File: src/rtl/nibble_serial_adder.sv
// Multi-nibble adder controller: feeds one nibble per cycle to an external
// 4-bit ripple-carry adder and chains its carry through a register.
module nibble_serial_adder #(
  parameter int NIBBLES = 4
) (
  input  logic                   clk,
  input  logic                   rst,
  input  logic                   in_valid,
  output logic                   in_ready,
  input  logic [4*NIBBLES-1:0]   a,
  input  logic [4*NIBBLES-1:0]   b,
  input  logic                   cin,
  output logic [3:0]             add_a,
  output logic [3:0]             add_b,
  output logic                   add_cin,
  input  logic [3:0]             add_s,
  input  logic                   add_cout,
  output logic                   out_valid,
  input  logic                   out_ready,
  output logic [4*NIBBLES-1:0]   sum,
  output logic                   cout,
  output logic                   ovf
);

  localparam int W     = 4 * NIBBLES;
  localparam int IDX_W = (NIBBLES > 1) ? $clog2(NIBBLES) : 1;
  localparam logic [IDX_W-1:0] LAST_IDX = IDX_W'(NIBBLES - 1);

  typedef enum logic [1:0] {
    IDLE,
    RUN,
    DONE
  } state_t;

  state_t             state_q, state_d;
  logic [W-1:0]       a_q, a_d;
  logic [W-1:0]       b_q, b_d;
  logic [W-1:0]       sum_q, sum_d;
  logic               cout_q, cout_d;
  logic               ovf_q, ovf_d;
  logic               carry_q, carry_d;
  logic [IDX_W-1:0]   nib_idx_q, nib_idx_d;
  logic [IDX_W+1:0]   bit_base;

  // Bit offset of the current nibble, kept narrow so the part-selects stay width-clean.
  assign bit_base = {nib_idx_q, 2'b00};

  always_comb begin
    state_d   = state_q;
    a_d       = a_q;
    b_d       = b_q;
    sum_d     = sum_q;
    cout_d    = cout_q;
    ovf_d     = ovf_q;
    carry_d   = carry_q;
    nib_idx_d = nib_idx_q;
    add_a     = 4'h0;
    add_b     = 4'h0;
    add_cin   = 1'b0;

    case (state_q)
      IDLE: begin
        if (in_valid) begin
          a_d       = a;
          b_d       = b;
          carry_d   = cin;
          nib_idx_d = '0;
          sum_d     = '0;
          state_d   = RUN;
        end
      end

      RUN: begin
        add_a   = a_q[bit_base +: 4];
        add_b   = b_q[bit_base +: 4];
        add_cin = carry_q;

        sum_d[bit_base +: 4] = add_s;
        carry_d              = add_cout;

        // Signed overflow only needs the operand sign bits and the top nibble's sum MSB.
        if (nib_idx_q == LAST_IDX) begin
          cout_d  = add_cout;
          ovf_d   = (a_q[W-1] == b_q[W-1]) && (add_s[3] != a_q[W-1]);
          state_d = DONE;
        end else begin
          nib_idx_d = nib_idx_q + 1'b1;
        end
      end

      DONE: begin
        if (out_ready) begin
          state_d = IDLE;
        end
      end

      default: begin
        state_d = IDLE;
      end
    endcase
  end

  always_ff @(posedge clk) begin
    if (rst) begin
      state_q   <= IDLE;
      a_q       <= '0;
      b_q       <= '0;
      sum_q     <= '0;
      cout_q    <= 1'b0;
      ovf_q     <= 1'b0;
      carry_q   <= 1'b0;
      nib_idx_q <= '0;
    end else begin
      state_q   <= state_d;
      a_q       <= a_d;
      b_q       <= b_d;
      sum_q     <= sum_d;
      cout_q    <= cout_d;
      ovf_q     <= ovf_d;
      carry_q   <= carry_d;
      nib_idx_q <= nib_idx_d;
    end
  end

  assign in_ready  = (state_q == IDLE);
  assign out_valid = (state_q == DONE);
  assign sum       = sum_q;
  assign cout      = cout_q;
  assign ovf       = ovf_q;

endmodule

File: config.mk
export PLATFORM = sky130hd
export DESIGN_NAME = nibble_serial_adder
export DESIGN_NICKNAME = d
export VERILOG_FILES = /design/src/rtl/nibble_serial_adder.sv
export SDC_FILE = /design/constraint.sdc
export NUM_CORES = 1
export LEC_CHECK = 0
export ABC_AREA = 0
export BUFFER_PORTS_ARGS = -buffer_cell sky130_fd_sc_hd__clkbuf_2
export CAP_MARGIN = 20
export CORE_MARGIN = 5
export CORE_UTILIZATION = 50
export DETAILED_ROUTE_END_ITERATION = 7
export GPL_TIMING_DRIVEN = 0
export PLACE_DENSITY = 0.86
export RECOVER_POWER = 50
export SETUP_SLACK_MARGIN = 0.4
export SKIP_LAST_GASP = 1
export SYNTH_ARGS = -nofsm -noshare
export SYNTH_HDL_FRONTEND = slang
export SYNTH_SLANG_ARGS = --single-unit
export TNS_END_PERCENT = 1
File: constraint.sdc
create_clock -name clk -period 3.5 [get_ports clk]
set_input_delay 0.7 -clock clk [delete_from_list [all_inputs] [get_ports clk]]
set_output_delay 0.7 -clock clk [all_outputs]
set_load 0.1 [all_outputs]
# After elaboration in Yosys (flattened, before gate mapping)

Index checks and enable logic that the tools add are counted.
W data, S select, Z words.

Bits in registers: 55

Reduce and logical (&&, ||, !) cells: 8
Eq/ne operators: 9
Mux-type cells: 15
Shifts and indexed selects: 4
Add/sub/neg operators: 2

Operators by type and width:

| cell                     | number |
|---|---|
| $pmux W16 S2             | 1 |
| $shiftx A16 B5 Y4        | 2 |
| $bwmux W16               | 1 |
| $mux W16                 | 1 |
| $shift A4 B6 Y16 const A | 1 |
| $shiftx A4 B6 Y16        | 1 |
| $mux W2                  | 5 |
| $mux W4                  | 2 |
| $ne A2 B2 Y1 const B     | 3 |
| $neg A4 Y6               | 1 |
| $pmux W2 S3              | 1 |
| $reduce_and A2 Y1        | 3 |
| $reduce_and A3 Y1        | 2 |
| $eq A2 B2 Y1 const B     | 2 |
| $pmux W2 S2              | 1 |
| $add A2 B1 Y2 const B    | 1 |
| $eq A2 B1 Y1 const B     | 1 |
| $logic_not A2 Y1         | 1 |
| $mux W1                  | 2 |
| $ne A2 B1 Y1 const B     | 1 |
| $pmux W1 S2              | 1 |
| $reduce_bool A2 Y1       | 1 |
| $eq A1 B1 Y1             | 1 |
| $logic_and A1 B1 Y1      | 1 |
| $ne A1 B1 Y1             | 1 |

# Logic depth before layout (Yosys ltp)

Gate-level depths: netlist (run 1).

Word-level depth: 4
Gate-level depth with buffers: 6
Mapped depth without buffers: 5

# Worst setup path after synthesis (run 1)

No wires, ideal clock.

Path type: register -> output
Start: reg state_q[1]
End: out out_valid
Cell stages (with the launch flop): 3
Required time: 2800 ps
Path buffers: 1
Arrival time: 1882 ps
Setup slack: 918 ps
Cell sequence: dfxtp_1 > buf_2 > nor2b_1

Cells in the longest elaborated chain, start to end: 1

Ends and longest elaborated chain:

| element                  | RTL line | text |
|---|---|---|
| start: declaration       | 35       | `state_t state_q, state_d;` |
| start signal: assignment | 114      | `state_q <= state_d;` |
| $eq A2 B2 Y1             | 126      | `assign out_valid = (state_q == DONE);` |
| end: declaration         | 18       | `output logic out_valid,` |

No other way between the ends.

# Worst setup path after layout (run 1)

Start: reg nib_idx_q[0]
End: out add_a[1]

Cells in the longest elaborated chain, start to end: 2

Ends and longest elaborated chain:

| element                  | RTL line | text |
|---|---|---|
| start: declaration       | 42       | `logic [IDX_W-1:0] nib_idx_q, nib_idx_d;` |
| start signal: assignment | 121      | `nib_idx_q <= nib_idx_d;` |
| $shiftx A16 B5 Y4        | 74       | `add_a = a_q[bit_base +: 4];` |
| $mux W4                  | 61       | `case (state_q)` |
| end: declaration         | 13       | `output logic [3:0] add_a,` |

No other way between the ends.

==> results of run 1 <==
-- power groups by stage --
stage	sequential [mW]	clock [mW]	combinational, mW
after floorplan	0.694	0	0.146
after global placement	0.681	0	0.215
after detailed placement	0.683	0	0.219
after CTS	0.668	0.384	0.220
after global routing	0.671	0.405	0.234
final	0.668	0.376	0.216
-- placed cells by master (no fill, tap or decap), types with 2 or more instances in the layout --
master / instances
inv_1: 3
and2_1: 9
a31oi_1: 2
buf_6: 5
nand2b_1: 5
a22o_1: 8
nor2_1: 4
ha_1: 6
a21oi_1: 42
o2bb2ai_1: 8
a211oi_1: 2
clkbuf_8: 7
clkbuf_1: 18
nand3_1: 5
dfxtp_1: 55
nor2b_1: 5
nand3b_1: 3
mux4_2: 3
nand2_1: 68
mux4_1: 5
clkbuf_2: 64
mux2_2: 4
and3_1: 2
-- per-layer routing --
metal | GRT usage | vias up
met1 | 0.2224 | 987
met5 | 0 | -
li1 | - | 1077
met4 | 0.08784 | 0
met3 | 0.04260 | 10
met2 | 0.3485 | 70
-- state kept, by name (all words and copies together) (netlist names) --
register / cells
a_q: 16
b_q: 16
sum: 16
nib_idx_q: 2
state_q: 2
carry_q: 1
cout: 1
ovf: 1
-- cell families after synthesis --
group | after synthesis | synth area share
AOI/OAI and AO/OA | 64 | 0.1579
adders and majority gates | 6 | 0.03017
buffers and inverters | 21 | 0.06133
DFF | 55 | 0.4424
muxes | 12 | 0.09804
and+or+nand+nor | 107 | 0.2102
-- worst max-delay path, stage by stage (launching register included) --
cell      delay [ns]
dfxtp_1         0.59
buf_6           0.24
mux4_1          0.54
and2_1          0.18
clkbuf_2        0.37
-- worst max path at each step --
| stage | end |
|---|---|
| 3_3_place_gp | add_a[1] |
| 2_1_floorplan | out_valid |
| 4_1_cts | add_a[1] |
| 3_5_place_dp | add_a[1] |
| 6_report | add_a[1] |
| 5_1_grt | add_a[1] |
-- area by class of cell --
cell class                 instances  area (sq um)  share of cell area
timing repair buffer              70         342.8              0.1146
clock buffer                       8         100.1             0.03346
multi-input combinational        189          1235              0.4128
tap                               67         83.83             0.02802
inverter                           3         11.26            0.003764
sequential                        55          1101              0.3680
buffer                            18         117.6             0.03931
==> run_results.csv, run 1 <==
group,metric,value,unit
status,outcome,"completed",
timing,fmax,340.4,MHz
timing,report.final.slew_viol_count,0,
layout,final_cells,410,
synth,yosysTopAreaCellShare,0.4424,
timing,max_slew_margin,0.2126,
layout,num-fill-cells,408,
power_and_ir_drop,switching_share,0.2772,
routing,wl_met1,2504,um
clocking,cts_tree,"built",
synth,synth.most_common_cell,"nand2_1",
clocking,cts-htree-levels,2,
worst_setup_path,worst-path-max-fanout,10,
routing,wirelength,5918,um
worst_setup_path,critical_path_class,"reg2out",
routing,wl_per_cell,14.43,um
worst_hold_path,hold_end,"a_q[5]",
synth,synth_cell_types,32,
placement,post-place-cells,402,
floorplan,die_y,80.55,um
floorplan,pin_count,71,
floorplan,start_util,0.5200,
synth,ys_warn_count,0,
routing,wl_met2,2986,um
layout,num_antenna_cells,0,
timing,hold_viol,0,
clocking,cts_buffers,5,
timing,rsz0062_at_grt,"no",
synth,synth_top_area_cell,"dfxtp_1",
routing,first_pass_iters,4,
synth,yosys_register_bits,55,
synth,synth_cells,265,
worst_setup_path,r2r_start,"nib_idx_q[1]",
worst_setup_path,ff2ff_path_depth,6,
power_and_ir_drop,p_leak,1.254,nW
power_and_ir_drop,pwr_density_cell,421.0,mW/mm^2
grt,grt_pass1_vias,2208,
floorplan,core_area,0.004786,sq mm
floorplan,die_area,0.006488,sq mm
power_and_ir_drop,ir_drop,0.3305,mV
synth,syn_area,0.002489,sq mm
worst_setup_path,endpoint_kind,"output pin",
placement,gp_congestion,0.8770,
clocking,post_cts_buffers,0,
synth,synth_nets,313,
placement,placed_area,0.002923,sq mm
timing,tightest_slew,1.186,ns
layout,layout-drive-gt1-share,0.2536,
synth,synth_edf_count,0,
clocking,cts_hold_buf,0,
synth,synth_flop_cell,"dfxtp_1",
layout,area_growth,20.21,%
routing,met3_length,330,um
clocking,numClockSinks,55,
power_and_ir_drop,p_int,910.4,uW
synth,yosysSeqAreaShare,0.4424,
layout,finalInstanceArea,0.002992,sq mm
clocking,cts_buffer_depth,2,
timing,setup_viol,0,
synth,async_reset_ff_frac,0,
power_and_ir_drop,finalPower,1.260,mW
timing,setup_tns,0,ns
routing,drtIter0Drc,183,
worst_setup_path,r2r_end,"sum[5]",
synth,synthTopCellsByCount,"nand2_1, dfxtp_1, a21oi_1, and2_1",
synth,synth.avg_cell_area,9.391,sq um
routing,viasPerCell,5.229,
power_and_ir_drop,power_frac_seq,0.530,
synth,ys_top_cells_by_area,"dfxtp_1, nand2_1, a21oi_1",
power_and_ir_drop,clkPwrFrac,0.298,
power_and_ir_drop,switching_power,349.1,uW
worst_hold_path,hp-start,"a_q[5]",
placement,dp_slack,0.9146,ns
routing,drc,0,
layout,fin_nets,390,
grt,grt_max_degree,16,
placement,dp.final_hpwl,4500,um
worst_setup_path,worst_ep_required_time,2.80,ns
timing,min_period,2.937,ns
worst_setup_path,rrSetupSlack,1.24,ns
worst_setup_path,arrival,2.24,ns
timing,finalCritPeriodShare,0.8393,
timing,fin_skew,0.009731,ns
routing,via_count,2144,
layout,final_util,0.6251,
worst_setup_path,crit_start,"nib_idx_q[0]",
grt,grt_use_total,0.1959,
grt,grt_overflow,0,
clocking,root_buffer,"clkbuf_8",
worst_hold_path,hp-class,"reg2reg",
routing,detail-route-antenna-nets,0,
clocking,clkSlewWorstSetupHoldPaths,0.09,ns
grt,antenna_found_initial,0,
power_and_ir_drop,p_comb_frac,0.172,
floorplan,rows,25,
clocking,ctsResizeCount,0,
timing,layout_setup_ws,0.5626,ns
worst_hold_path,hold-path-cell-count,2,
worst_setup_path,start_kind,"flop",
routing,topRoutingLayerUsed,"met4",
timing,fin_hold_ws,0.4526,ns
clocking,clk_latency,0.31,ns
floorplan,die_x,80.55,um
grt,grt_first_pass_wirelength,9784,um
run,cap_violations,0,
placement,port-buffer-count,70,
Note: power is estimated with default switching activity, not from simulation.
==> inputs of run 2 (changes only) <==
Clock period 3.5 ns to 2.8 ns, I/O delays scaled along.
==> run 2 against run 1 <==
Net effect:
- first-iteration DRC count is 4.4% lower
- critical path type unchanged
- clock skew decreased by 0.00073 ns
- worst hold slack gained 0.0017 ns
- count of clock-buffer cells in the layout fell by 2
- sequential power grew 25%
- via count increased by 1.2%
- largest power group unchanged
- combinational power up 31%
- critical path depth is the same
==> run_results.csv, run 2 (synthesis results as in run 1) <==
group,metric,value,unit
power_and_ir_drop,p_leak,1.306,nW
power_and_ir_drop,pwr_density_cell,536.3,mW/mm^2
timing,fin_skew,0.009001,ns
grt,grt_first_pass_wirelength,10110,um
power_and_ir_drop,switching_share,0.2718,
timing,setup_tns,0,ns
worst_setup_path,r2r_start,"state_q[0]",
timing,setup_viol,0,
floorplan,core_area,0.004786,sq mm
worst_setup_path,critPathTopFamily,"multiplexers",
worst_setup_path,start_kind,"flop",
routing,wirelength,6171,um
power_and_ir_drop,power_frac_seq,0.501,
placement,gp_congestion,0.8950,
clocking,clkSlewWorstSetupHoldPaths,0.09,ns
worst_setup_path,endpoint_kind,"output pin",
power_and_ir_drop,p_int,1.212,mW
layout,final_util,0.6484,
grt,antenna_found_initial,0,
routing,wl_per_cell,14.98,um
worst_setup_path,critPathBufInv,2,
clocking,cts_hold_buf,0,
timing,finalCritPeriodShare,0.8536,
power_and_ir_drop,p_comb_frac,0.171,
routing,via_count,2170,
floorplan,pin_count,71,
worst_setup_path,rrSetupSlack,0.74,ns
clocking,cts_buffers,5,
routing,drc,0,
grt,grt_overflow,0,
layout,area_growth,24.69,%
worst_hold_path,hold-path-cell-count,2,
grt,grt_pass1_vias,2170,
grt,grt_max_degree,17,
floorplan,die_y,80.55,um
floorplan,die_x,80.55,um
floorplan,die_area,0.006488,sq mm
worst_setup_path,ff2ff_path_depth,6,
clocking,cts_tree,"built",
power_and_ir_drop,switching_power,452.2,uW
placement,port-buffer-count,70,
power_and_ir_drop,ir_drop,0.3602,mV
placement,dp.final_hpwl,4459,um
timing,hold_viol,0,
timing,fmax,418.4,MHz
clocking,cts_buffer_depth,2,
worst_setup_path,arrival,1.83,ns
worst_hold_path,hp-class,"reg2reg",
clocking,root_buffer,"clkbuf_8",
power_and_ir_drop,clkPwrFrac,0.328,
worst_setup_path,worst_ep_required_time,2.24,ns
routing,drtIter0Drc,175,
routing,first_pass_iters,5,
layout,finalInstanceArea,0.003103,sq mm
worst_hold_path,hold_end,"a_q[7]",
clocking,cts-htree-levels,2,
layout,final_cell_mix,"nand2_1, clkbuf_2, dfxtp_1",
placement,placed_area,0.002925,sq mm
floorplan,rows,25,
worst_hold_path,hp-start,"a_q[7]",
worst_setup_path,critical_path_class,"reg2out",
layout,final_common_cell,"nand2_1",
timing,max_slew_margin,0.2203,
timing,min_period,2.390,ns
routing,detail-route-antenna-nets,0,
layout,num_antenna_cells,0,
worst_setup_path,cpMaxStageDelayCell,"mux4_1",
worst_setup_path,path_cells,"buf_8, mux4_1, and2_1, clkbuf_8",
run,cap_violations,0,
worst_setup_path,slowest_delay,0.54,ns
grt,grt_use_total,0.2015,
floorplan,start_util,0.5200,
layout,layout-drive-gt1-share,0.2783,
status,outcome,"completed",
routing,viasPerCell,5.267,
timing,report.final.slew_viol_count,0,
clocking,clk_latency,0.31,ns
clocking,numClockSinks,55,
timing,rsz0062_at_grt,"yes",
timing,tightest_slew,1.175,ns
layout,fin_nets,392,
worst_setup_path,worst-path-max-fanout,10,
worst_setup_path,r2r_end,"a_q[9]",
run 2: cell types whose count changed in the layout (fill, tap and decap cells not counted), sizes merged:
cell,change
clkbuf,-7
clkinv,+1
bufinv,+1
buf,+7
run 2: power by group through the flow:
stage | clock network (mW) | logic, mW | registers, mW
floorplan | 0 | 0.182 | 0.868
global placement | 0 | 0.269 | 0.851
detailed placement | 0 | 0.275 | 0.854
CTS | 0.551 | 0.283 | 0.835
global route | 0.586 | 0.306 | 0.838
finish | 0.545 | 0.284 | 0.834
run 2: what timing repair did:
item	CTS	global route
resized for setup	19	11
endpoints found under the setup margin	9	9
setup buffers	0	2
run 2: metal layers:
metal  track usage  routed length [um]  up-vias
met5             0                   0        -
met4       0.07095                 133        0
met3       0.04709                 409       15
met2        0.3386                3077       73
met1        0.2516                2550     1004
li1              -                   -     1078
run 2: layout make-up:
cell class,instances,area (sq um)
Buffer,18,130.1
Clock buffer,6,82.58
Clock inverter,2,35.03
Fill cell,387,1683
Inverter,3,11.26
Multi-Input combinational cell,189,1226
Sequential cell,55,1105
Tap cell,67,83.83
Timing Repair Buffer,72,429.2
run 2: how the worst max path moves through the flow:
| stage | start | endpoint | slack (ns) | cells after the start |
|---|---|---|---|---|
| after floorplan | state_q[0] | in_ready | 0.44 | 3 |
| after global placement | state_q[0] | add_a[3] | 0.38 | 6 |
| after detailed placement | nib_idx_q[0] | add_a[1] | 0.35 | 4 |
| after CTS | state_q[0] | add_b[2] | 0.35 | 6 |
| after global routing | nib_idx_q[0] | add_a[1] | 0.38 | 4 |
| final | nib_idx_q[0] | add_a[1] | 0.41 | 4 |
run 2: worst reg2reg max path, cell delays in order (launching register included):
cell and delay, ns:
dfxtp_1 0.32, buf_6 0.14, buf_8 0.13, nor3b_1 0.69, clkbuf_1 0.42, nand2_1 0.14
a21oi_1 0.14
run 2: stage by stage:
stage / hold slack [ns] / std cells / power (mW) / worst slack (ns)
2_1_floorplan: 0.4315 / 265 / 1.050 / 0.4382
3_3_place_gp: 0.4381 / 402 / 1.120 / 0.3772
3_5_place_dp: 0.4435 / 402 / 1.129 / 0.3457
4_1_cts: 0.4532 / 410 / 1.669 / 0.3465
5_1_grt: 0.4663 / 412 / 1.730 / 0.3822
6_report: 0.4543 / 412 / 1.664 / 0.4098
==> inputs of run 3 (changes only) <==
Settings changed: CORE_MARGIN 5 to 2.
==> run 3 against run 2 <==
Net effect:
- clock skew rose by 0.0032 ns
- routed wire length fell by 5.5%
- highest routed layer unchanged
- non-clock buffer count rose by 1
- first-iteration DRC count rose by 6.3%
- die area fell by 14%
- utilization fell by 0.26 points
- cell area fell by 1.0%
- count of clock-buffer cells in the layout rose by 2
==> run_results.csv, run 3 (synthesis results as in run 1) <==
group,metric,value,unit
grt,grt_use_total,0.2222,
floorplan,start_util,0.5234,
timing,setup_viol,0,
floorplan,die_y,74.55,um
layout,layout-drive-gt1-share,0.2746,
timing,fin_hold_ws,0.4571,ns
routing,via_count,2141,
placement,placed_area,0.002925,sq mm
clocking,clkSlewWorstSetupHoldPaths,0.09,ns
clocking,numClockSinks,55,
power_and_ir_drop,p_leak,1.298,nW
worst_setup_path,start_kind,"flop",
worst_hold_path,hold_end,"b_q[0]",
timing,hold_viol,0,
worst_setup_path,r2r_start,"state_q[0]",
grt,grt_first_pass_wirelength,9301,um
placement,port-buffer-count,70,
routing,first_pass_iters,4,
worst_setup_path,worst_ep_required_time,2.24,ns
placement,post-place-cells,402,
timing,max_slew_margin,0.2249,
worst_setup_path,r2r_end,"b_q[4]",
clocking,clk_latency,0.32,ns
clocking,root_buffer,"clkbuf_8",
worst_setup_path,rrSetupSlack,0.59,ns
power_and_ir_drop,ir_drop,0.3424,mV
grt,grt_max_degree,16,
worst_hold_path,hp-start,"b_q[0]",
clocking,cts_tree,"built",
worst_setup_path,endpoint_kind,"output pin",
placement,gp_congestion,0.8678,
timing,min_period,2.388,ns
worst_hold_path,hold-path-cell-count,2,
placement,dp_slack,0.3880,ns
clocking,cts_buffer_depth,2,
grt,antenna_found_initial,0,
power_and_ir_drop,finalPower,1.595,mW
timing,rsz0062_at_grt,"yes",
worst_setup_path,arrival,1.83,ns
timing,fin_skew,0.01223,ns
floorplan,rows,25,
layout,num_antenna_cells,0,
floorplan,pin_count,71,
timing,report.final.slew_viol_count,0,
grt,grt_overflow,0,
power_and_ir_drop,pwr_density_cell,519.4,mW/mm^2
routing,viasPerCell,5.184,
status,outcome,"completed",
routing,wirelength,5833,um
routing,detail-route-antenna-nets,0,
worst_setup_path,ff2ff_path_depth,6,
timing,fmax,418.8,MHz
layout,final_util,0.6458,
layout,fin_nets,393,
worst_setup_path,critical_path_class,"reg2out",
layout,final_cells,413,
timing,tightest_slew,1.168,ns
run,cap_violations,0,
timing,layout_setup_ws,0.4123,ns
floorplan,core_area,0.004755,sq mm
timing,setup_tns,0,ns
floorplan,die_area,0.005558,sq mm
placement,dp.final_hpwl,4306,um
layout,final_common_cell,"nand2_1",
timing,finalCritPeriodShare,0.8528,
worst_hold_path,hp-class,"reg2reg",
routing,drc,0,
layout,final_cell_mix,"nand2_1, clkbuf_2, dfxtp_1",
routing,drtIter0Drc,186,
layout,area_growth,23.38,%
clocking,cts-htree-levels,2,
routing,wl_per_cell,14.12,um
worst_setup_path,worst-path-max-fanout,10,
grt,grt_pass1_vias,1983,
layout,finalInstanceArea,0.003070,sq mm
clocking,cts_buffers,5,
floorplan,die_x,74.55,um
==> run 3: cell types whose count changed in the layout (fill, tap and decap cells not counted), sizes merged <==
cell | before | now
clkbuf | 82 | 81
bufinv | 1 | 0
buf | 14 | 18
clkinv | 1 | 0
==> run 3: worst max-delay path by stage <==
stage / from / to / slack (ns) / cells past startpoint
final: nib_idx_q[0] / add_a[1] / 0.41 / 4
after global routing: nib_idx_q[0] / add_b[3] / 0.35 / 4
after CTS: nib_idx_q[0] / add_a[1] / 0.37 / 4
after detailed placement: nib_idx_q[0] / add_a[1] / 0.39 / 4
after global placement: nib_idx_q[0] / add_a[1] / 0.40 / 4
after floorplan: state_q[0] / in_ready / 0.44 / 3
==> run 3: timing repair <==
item                                    CTS  global route
resized for setup                        17            11
endpoints found under the setup margin    9             9
hold buffers                              0             0
pin swaps                                 0             0
setup buffers                             0             3
hold endpoints to repair                  0             0
==> run 3: layer usage <==
metal  share of wire  GRT usage  vias to the layer above
li1                -          -                     1077
met2            0.49     0.3638                       64
met3           0.048    0.04743                       10
met4           0.016    0.06944                        0
met5               0          0                        -
met1            0.44     0.2955                      990
==> run 3: worst max-delay path, stage by stage, from the launching register on <==
cell	delay, ns
dfxtp_1	0.40
buf_8	0.18
mux4_1	0.53
and2_1	0.19
clkbuf_8	0.22
==> run 3: power by group <==
part / internal (mW) / leakage [nW] / total (mW) / switching (mW)
clock network: 0.226 / 0.0515 / 0.479 / 0.252
logic: 0.107 / 0.797 / 0.283 / 0.176
registers: 0.815 / 0.449 / 0.833 / 0.0180
==> run 3: cell type report <==
class,count,area (sq um)
Multi-Input combinational cell,189,1226
Fill cell,404,1684
Clock buffer,8,100.1
Buffer,18,127.6
Tap cell,67,83.83
Sequential cell,55,1101
Inverter,3,11.26
Timing Repair Buffer,73,420.4
